File: src/rtl/fe_pow.sv
// fe_pow -- field exponentiation controller for GF(2^255-19).
//
// Computes result = x^E mod p with left-to-right square-and-multiply.
// All arithmetic is delegated to one external femul instance; this block
// only sequences operands and captures products. Default E = p-2 (inverse).
//
// Ports:
//   clock, reset_n          rising-edge clock, async active-low reset
//   start, x                request; x latched when start & ready
//   ready                   idle and able to accept start
//   done, result            one-cycle completion pulse, result held until next done
//   mul_start, mul_a, mul_b drive femul.start / a_in / b_in
//   mul_ready, mul_done,    from femul.ready / done / out
//   mul_out
//
// Optional build macro: FE_POW_CONSTTIME_EN
//   Issues a multiply on every exponent bit and discards the product for
//   zero bits, so mul_start count and latency do not depend on E or x.

module fe_pow #(
    parameter int unsigned      EW           = 255,
    parameter logic [EW-1:0]    E            = {{250{1'b1}}, 5'b01011},
    parameter int unsigned      DRAIN_CYCLES = 64
) (
    input  logic         clock,
    input  logic         reset_n,
    input  logic         start,
    input  logic [254:0] x,
    output logic         ready,
    output logic         done,
    output logic [254:0] result,
    output logic         mul_start,
    output logic [254:0] mul_a,
    output logic [254:0] mul_b,
    input  logic         mul_ready,
    input  logic         mul_done,
    input  logic [254:0] mul_out
);

    localparam int unsigned  IW    = (EW > 1) ? $clog2(EW) : 1;
    localparam int unsigned  CW    = $clog2(DRAIN_CYCLES + 1);
    localparam logic [IW-1:0] I_TOP = (EW > 1) ? IW'(EW - 2) : '0;

`ifdef FE_POW_CONSTTIME_EN
    localparam bit CT = 1'b1;
`else
    localparam bit CT = 1'b0;
`endif

    typedef enum logic [2:0] {
        S_DRAIN, S_IDLE, S_SQ_ISS, S_SQ_WAIT, S_MU_ISS, S_MU_WAIT, S_FIN
    } state_t;

    state_t         state_q;
    logic [CW-1:0]  cnt_q;
    logic [IW-1:0]  idx_q;
    logic [254:0]   acc_q, base_q, result_q, mul_a_q, mul_b_q;
    logic           ready_q, done_q, mul_start_q;

    logic           bit_set, last_bit, mul_take;
    logic [254:0]   acc_d;

    assign bit_set  = E[idx_q];
    assign last_bit = (idx_q == '0);
    // femul cannot answer in the cycle it is handed the operands, so a
    // done coincident with our own start pulse is a leftover and is dropped.
    assign mul_take = mul_done & ~mul_start_q;
    // Multiply product for a zero bit is a dummy op in constant-time mode.
    assign acc_d    = (CT && !bit_set) ? acc_q : mul_out;

    always_ff @(posedge clock or negedge reset_n) begin
        if (!reset_n) begin
            state_q     <= S_DRAIN;
            cnt_q       <= '0;
            idx_q       <= '0;
            acc_q       <= '0;
            base_q      <= '0;
            result_q    <= '0;
            mul_a_q     <= '0;
            mul_b_q     <= '0;
            ready_q     <= 1'b0;
            done_q      <= 1'b0;
            mul_start_q <= 1'b0;
        end else begin
            mul_start_q <= 1'b0;
            done_q      <= 1'b0;
            case (state_q)
                // femul has no reset; wait out any op it may still be running.
                S_DRAIN: begin
                    if (cnt_q == CW'(DRAIN_CYCLES - 1)) begin
                        state_q <= S_IDLE;
                        ready_q <= 1'b1;
                    end else begin
                        cnt_q <= cnt_q + CW'(1);
                    end
                end
                // ready is low in the done cycle, so start is only taken
                // from the following cycle on.
                S_IDLE: begin
                    if (start && ready_q) begin
                        base_q  <= x;
                        acc_q   <= x;
                        idx_q   <= I_TOP;
                        ready_q <= 1'b0;
                        state_q <= (EW == 1) ? S_FIN : S_SQ_ISS;
                    end else begin
                        ready_q <= 1'b1;
                    end
                end
                S_SQ_ISS: begin
                    if (mul_ready) begin
                        mul_start_q <= 1'b1;
                        mul_a_q     <= acc_q;
                        mul_b_q     <= acc_q;
                        state_q     <= S_SQ_WAIT;
                    end
                end
                S_SQ_WAIT: begin
                    if (mul_take) begin
                        acc_q <= mul_out;
                        if (CT || bit_set) begin
                            state_q <= S_MU_ISS;
                        end else if (last_bit) begin
                            state_q <= S_FIN;
                        end else begin
                            idx_q   <= idx_q - IW'(1);
                            state_q <= S_SQ_ISS;
                        end
                    end
                end
                S_MU_ISS: begin
                    if (mul_ready) begin
                        mul_start_q <= 1'b1;
                        mul_a_q     <= acc_q;
                        mul_b_q     <= base_q;
                        state_q     <= S_MU_WAIT;
                    end
                end
                S_MU_WAIT: begin
                    if (mul_take) begin
                        acc_q <= acc_d;
                        if (last_bit) begin
                            state_q <= S_FIN;
                        end else begin
                            idx_q   <= idx_q - IW'(1);
                            state_q <= S_SQ_ISS;
                        end
                    end
                end
                S_FIN: begin
                    result_q <= acc_q;
                    done_q   <= 1'b1;
                    state_q  <= S_IDLE;
                end
                default: state_q <= S_DRAIN;
            endcase
        end
    end

    assign ready     = ready_q;
    assign done      = done_q;
    assign result    = result_q;
    assign mul_start = mul_start_q;
    assign mul_a     = mul_a_q;
    assign mul_b     = mul_b_q;

endmodule
File: config.mk
export PLATFORM = sky130hd
export DESIGN_NAME = fe_pow
export DESIGN_NICKNAME = d
export VERILOG_FILES = /design/src/rtl/fe_pow.sv
export SDC_FILE = /design/constraint.sdc
export NUM_CORES = 2
export LEC_CHECK = 0
export ABC_AREA = 1
export CAP_MARGIN = 30
export CORE_AREA = 4 4 597 362
export DETAILED_ROUTE_END_ITERATION = 16
export DIE_AREA = 0 0 601 366
export PLACE_DENSITY = 0.59
export SLEW_MARGIN = 20
export SYNTH_ARGS = -nofsm -noshare
export SYNTH_HDL_FRONTEND = slang
export SYNTH_SLANG_ARGS = --single-unit
File: constraint.sdc
create_clock -name clock -period 1.7 [get_ports clock]
set_clock_uncertainty 0.15 [all_clocks]
set_input_delay 0.17 -clock clock [delete_from_list [all_inputs] [get_ports clock]]
set_output_delay 0.17 -clock clock [all_outputs]
set_load 0.02 [all_outputs]
==> reports/metrics.csv <==
metric,value,unit
Longest Clk Path Bufs,4,
Core Region,211100,sq um
TritonCTS clock tree,yes,
Synth warnings,0,
footprint of the multi-input gates,16430,sq um
vias in the first global route,49145,
leakage power,41.32,nW
gpl congestion,0.9460,
post-DP HPWL,190.7,mm
largest net degree at the start of global routing,98,
fin area,84450,sq um
Initial Util,0.2486,
via count,50795,
first-pass GRT wire length,360.8,mm
fin crit share,1.264,
Die Wd,601,microns
fin worst setup slack,-0.4486,ns
Reg-to-Reg End,base_q[79],
violated checks,negative setup slack,
GR Util met1,0.3059,
GRT Util Overall,0.2218,
"Seq/Total Area, Yosys",0.6179,
drt wl/cell,24.12,microns
number of synthesized flops with an enable pin,0,
Post-synth ARST share,1.000,
Finished Layout Cells,10723,
Mapped Cells,5679,
Worst-Margin Slew,0.6263,ns
Fillers,20519,
RSZ-0062 raised after global routing,yes,
worst hold path class,input port to flip-flop,
Syn Area/Cell,9.242,sq um
IO Count,1283,
Setup crit end kind,flip-flop,
largest family of logic cells by synthesized area,compound AO/OA/AOI/OAI gates,
Yosys top cell area share,0.6179,
maximum vdd drop,0.5924,mV
die area,220000,sq um
die height,366,microns
WP data required,2.22,ns
fmax,465.4,MHz
Rel. slew slack,0.5825,
Critical Path End,base_q[79],
placed instance count,9743,
PwrDens,786.6,nW/um^2
worst-path maximum fanout,23,
Iter 0 DRT Violations,5318,
synth-to-layout area growth,60.90,%
Final Slew Violations,0,
worst r2r src,state_q[1],
r2r setup slk,-0.45,ns
Setup CP Type,flip-flop to flip-flop,
FF/Latch Area,32450,sq um
layer with the highest usage,met2,
post-route ant nets,0,
final net count,8326,
Area contributors post-synth,"dfrtp_1, nand2_1, o21ai_0",
crit path launch,state_q[1],
WHS,0.02652,ns
post-synthesis simple-gate area fraction,0.1198,
Tmin final,2.149,ns
post-synthesis mux area share,0,
dpl cell area,71000,sq um
Worst Setup Start Kind,flip-flop,
final setup fails,1373,
Clock Sink Count,1296,
residual DRC count,0,
Pre-Repair DR Iteration Count,6,
GR Overflow Total,0,
clock latency on the worst-skew pair,0.79,ns
Synth Register Bits,1296,
Post-Synth XOR/XNOR Area,0.0008344,
initial antenna violation count,53,
Placement Rows,131,
Synth Cell Area,52480,sq um
met3 usage in global routing,0.04391,
Num CTS Buffers,144,
Syn Nets,6197,
"area leader, netlist",dfrtp_1,
root buffer cell,clkbuf_16,
routed wire length,258.6,mm
Compound-Gate Fraction of Synth Area,0.1882,
M2 GR Usage,0.3365,
layout cell share with drive strength beyond 1,0.2077,
Port Buffer Count,1282,
vias per inst,4.737,
Max-Cap Viols,0,
Cell variety after synth,29,
endpoints failing hold,0,
top_reg_cell synth,dfrtp_1,
worst path arrival time,2.67,ns
outcome,"finished, violations left",
post-synthesis adder-cell area fraction,0.0007152,
Worst-path clk slew,0.07,ns
H-tree Lvls,4,
R2R cell count,9,
==> layout by cell type (no fill, tap or decap), types with 3 or more instances in the layout <==
cell type and count:
dfrtp_1 1281, nand4_1 8, buf_6 665, clkinvlp_4 3
inv_1 528, buf_12 91, o211ai_2 50, dfrtp_2 15
buf_2 3, xnor2_1 3, diode_2 25, dlygate4sd3_1 468
a21oi_1 3, dlygate4sd2_1 83, o21ai_2 14, inv_6 8
buf_16 33, clkdlybuf4s50_1 513, clkbuf_8 26, clkinv_2 24
nand2_8 5, o211ai_1 205, clkbuf_16 175, nand2_2 11
nand2_1 1582, buf_4 479, o21ai_1 556, bufinv_16 8
buf_8 12, nand3b_1 3, inv_8 3, clkbuf_1 22
ha_1 3, nand3_1 18, nor2_1 17, clkinv_8 3
o21ai_0 965
==> timing repair <==
action                                  in CTS  in global routing
hold buffers                               468                  0
cloned                                      15                 34
pin swaps                                    3                  7
resized for setup                         4406                110
endpoints found under the setup margin    2046               1993
setup buffers                              189                 10
hold endpoints to repair                  1762                  0
==> state kept, by name, indices dropped and copies added (netlist names) <==
| signal | flops |
|---|---|
| result | 255 |
| mul_b | 255 |
| mul_start | 1 |
| base_q | 255 |
| done | 1 |
| ready | 1 |
| cnt_q | 7 |
| state_q | 3 |
| mul_a | 255 |
| acc_q | 255 |
| idx_q | 8 |
==> synthesized netlist by cell type, types with 2 or more instances <==
cell      instances
nand3_1          18
a21oi_1           3
dfrtp_1        1296
nand4_1           8
o21ai_0        1029
xor2_1            2
xnor2_1           3
ha_1              3
inv_1           528
buf_1            48
inv_2             4
nor2_1           18
nand3_2           2
nand2_2           3
o211ai_1        205
o21ai_1         506
buf_2           105
buf_4            14
o211ai_2         50
nand2_1        1595
nand3b_1          3
clkbuf_1        212
buf_6            18
==> power by group <==
group	leakage, nW	internal [mW]	total (mW)	switching [mW]
logic	22.3	2.01	3.84	1.83
clock network	2.29	18.2	31.8	13.6
registers	16.7	30.8	30.8	0
total	41.3	51.0	66.4	15.4
==> metal layers <==
layer / part of all wire / up-vias / wire length (microns)
met5: 0.00026 / - / 68
met4: 0.050 / 10 / 12980
met3: 0.079 / 510 / 20420
met2: 0.44 / 2295 / 114000
met1: 0.43 / 25114 / 111100
li1: - / 22866 / -
==> per-stage QoR <==
stage | total power, mW | worst slack (ns) | setup TNS, ns | util
global route | 68.80 | -0.4791 | -493.02 | 0.3999
finish | 66.43 | -0.4486 | -359.00 | 0.4000
global placement | 34.21 | -0.5146 | -282.48 | 0.3363
floorplan | 31.71 | -0.01518 | -4.523 | -
detailed placement | 34.21 | -0.4875 | -311.73 | 0.3363
CTS | 67.23 | -0.3613 | -323.62 | 0.3943
==> cell families (layout without fill, tap and decap cells) <==
logic type | count (synthesis) | count (layout)
compound gates | 1795 | 1795
xor+xnor | 5 | 5
fa+ha+maj | 3 | 3
buf+inv | 929 | 3154
flops | 1296 | 1296
other cells | 0 | 25
simple gates | 1651 | 1652
==> final cells by class <==
type,count,area share
tap,2793,0.04138
antenna,25,0.0007408
clock buffer,194,0.04848
inverter,532,0.02393
multi-input combinational,3455,0.1946
clock inverter,49,0.006312
sequential,1296,0.3843
timing repair buffer,2379,0.3003
==> how the worst min path moves through the flow <==
stage / start / to / slack, ns / depth (start not counted)
final: x[58] / base_q[58] / 0.03 / 3
after global routing: reset_n / idx_q[3] / 0.02 / 3
after CTS: reset_n / idx_q[3] / 0.0008 / 3
after detailed placement: reset_n / mul_b[194] / -0.07 / 1
after global placement: reset_n / mul_b[194] / -0.07 / 1
after floorplan: reset_n / acc_q[0] / -0.28 / 0
==> worst max-delay path: stages (launching register included) <==
cell,delay (ns)
dfrtp_2,0.44
inv_2,0.08
buf_6,0.10
nand2_4,0.05
nor2_4,0.11
nand3_4,0.11
buf_4,0.21
buf_16,0.20
buf_6,0.27
o21ai_0,0.22
Note: power is estimated with default switching activity, not from simulation.
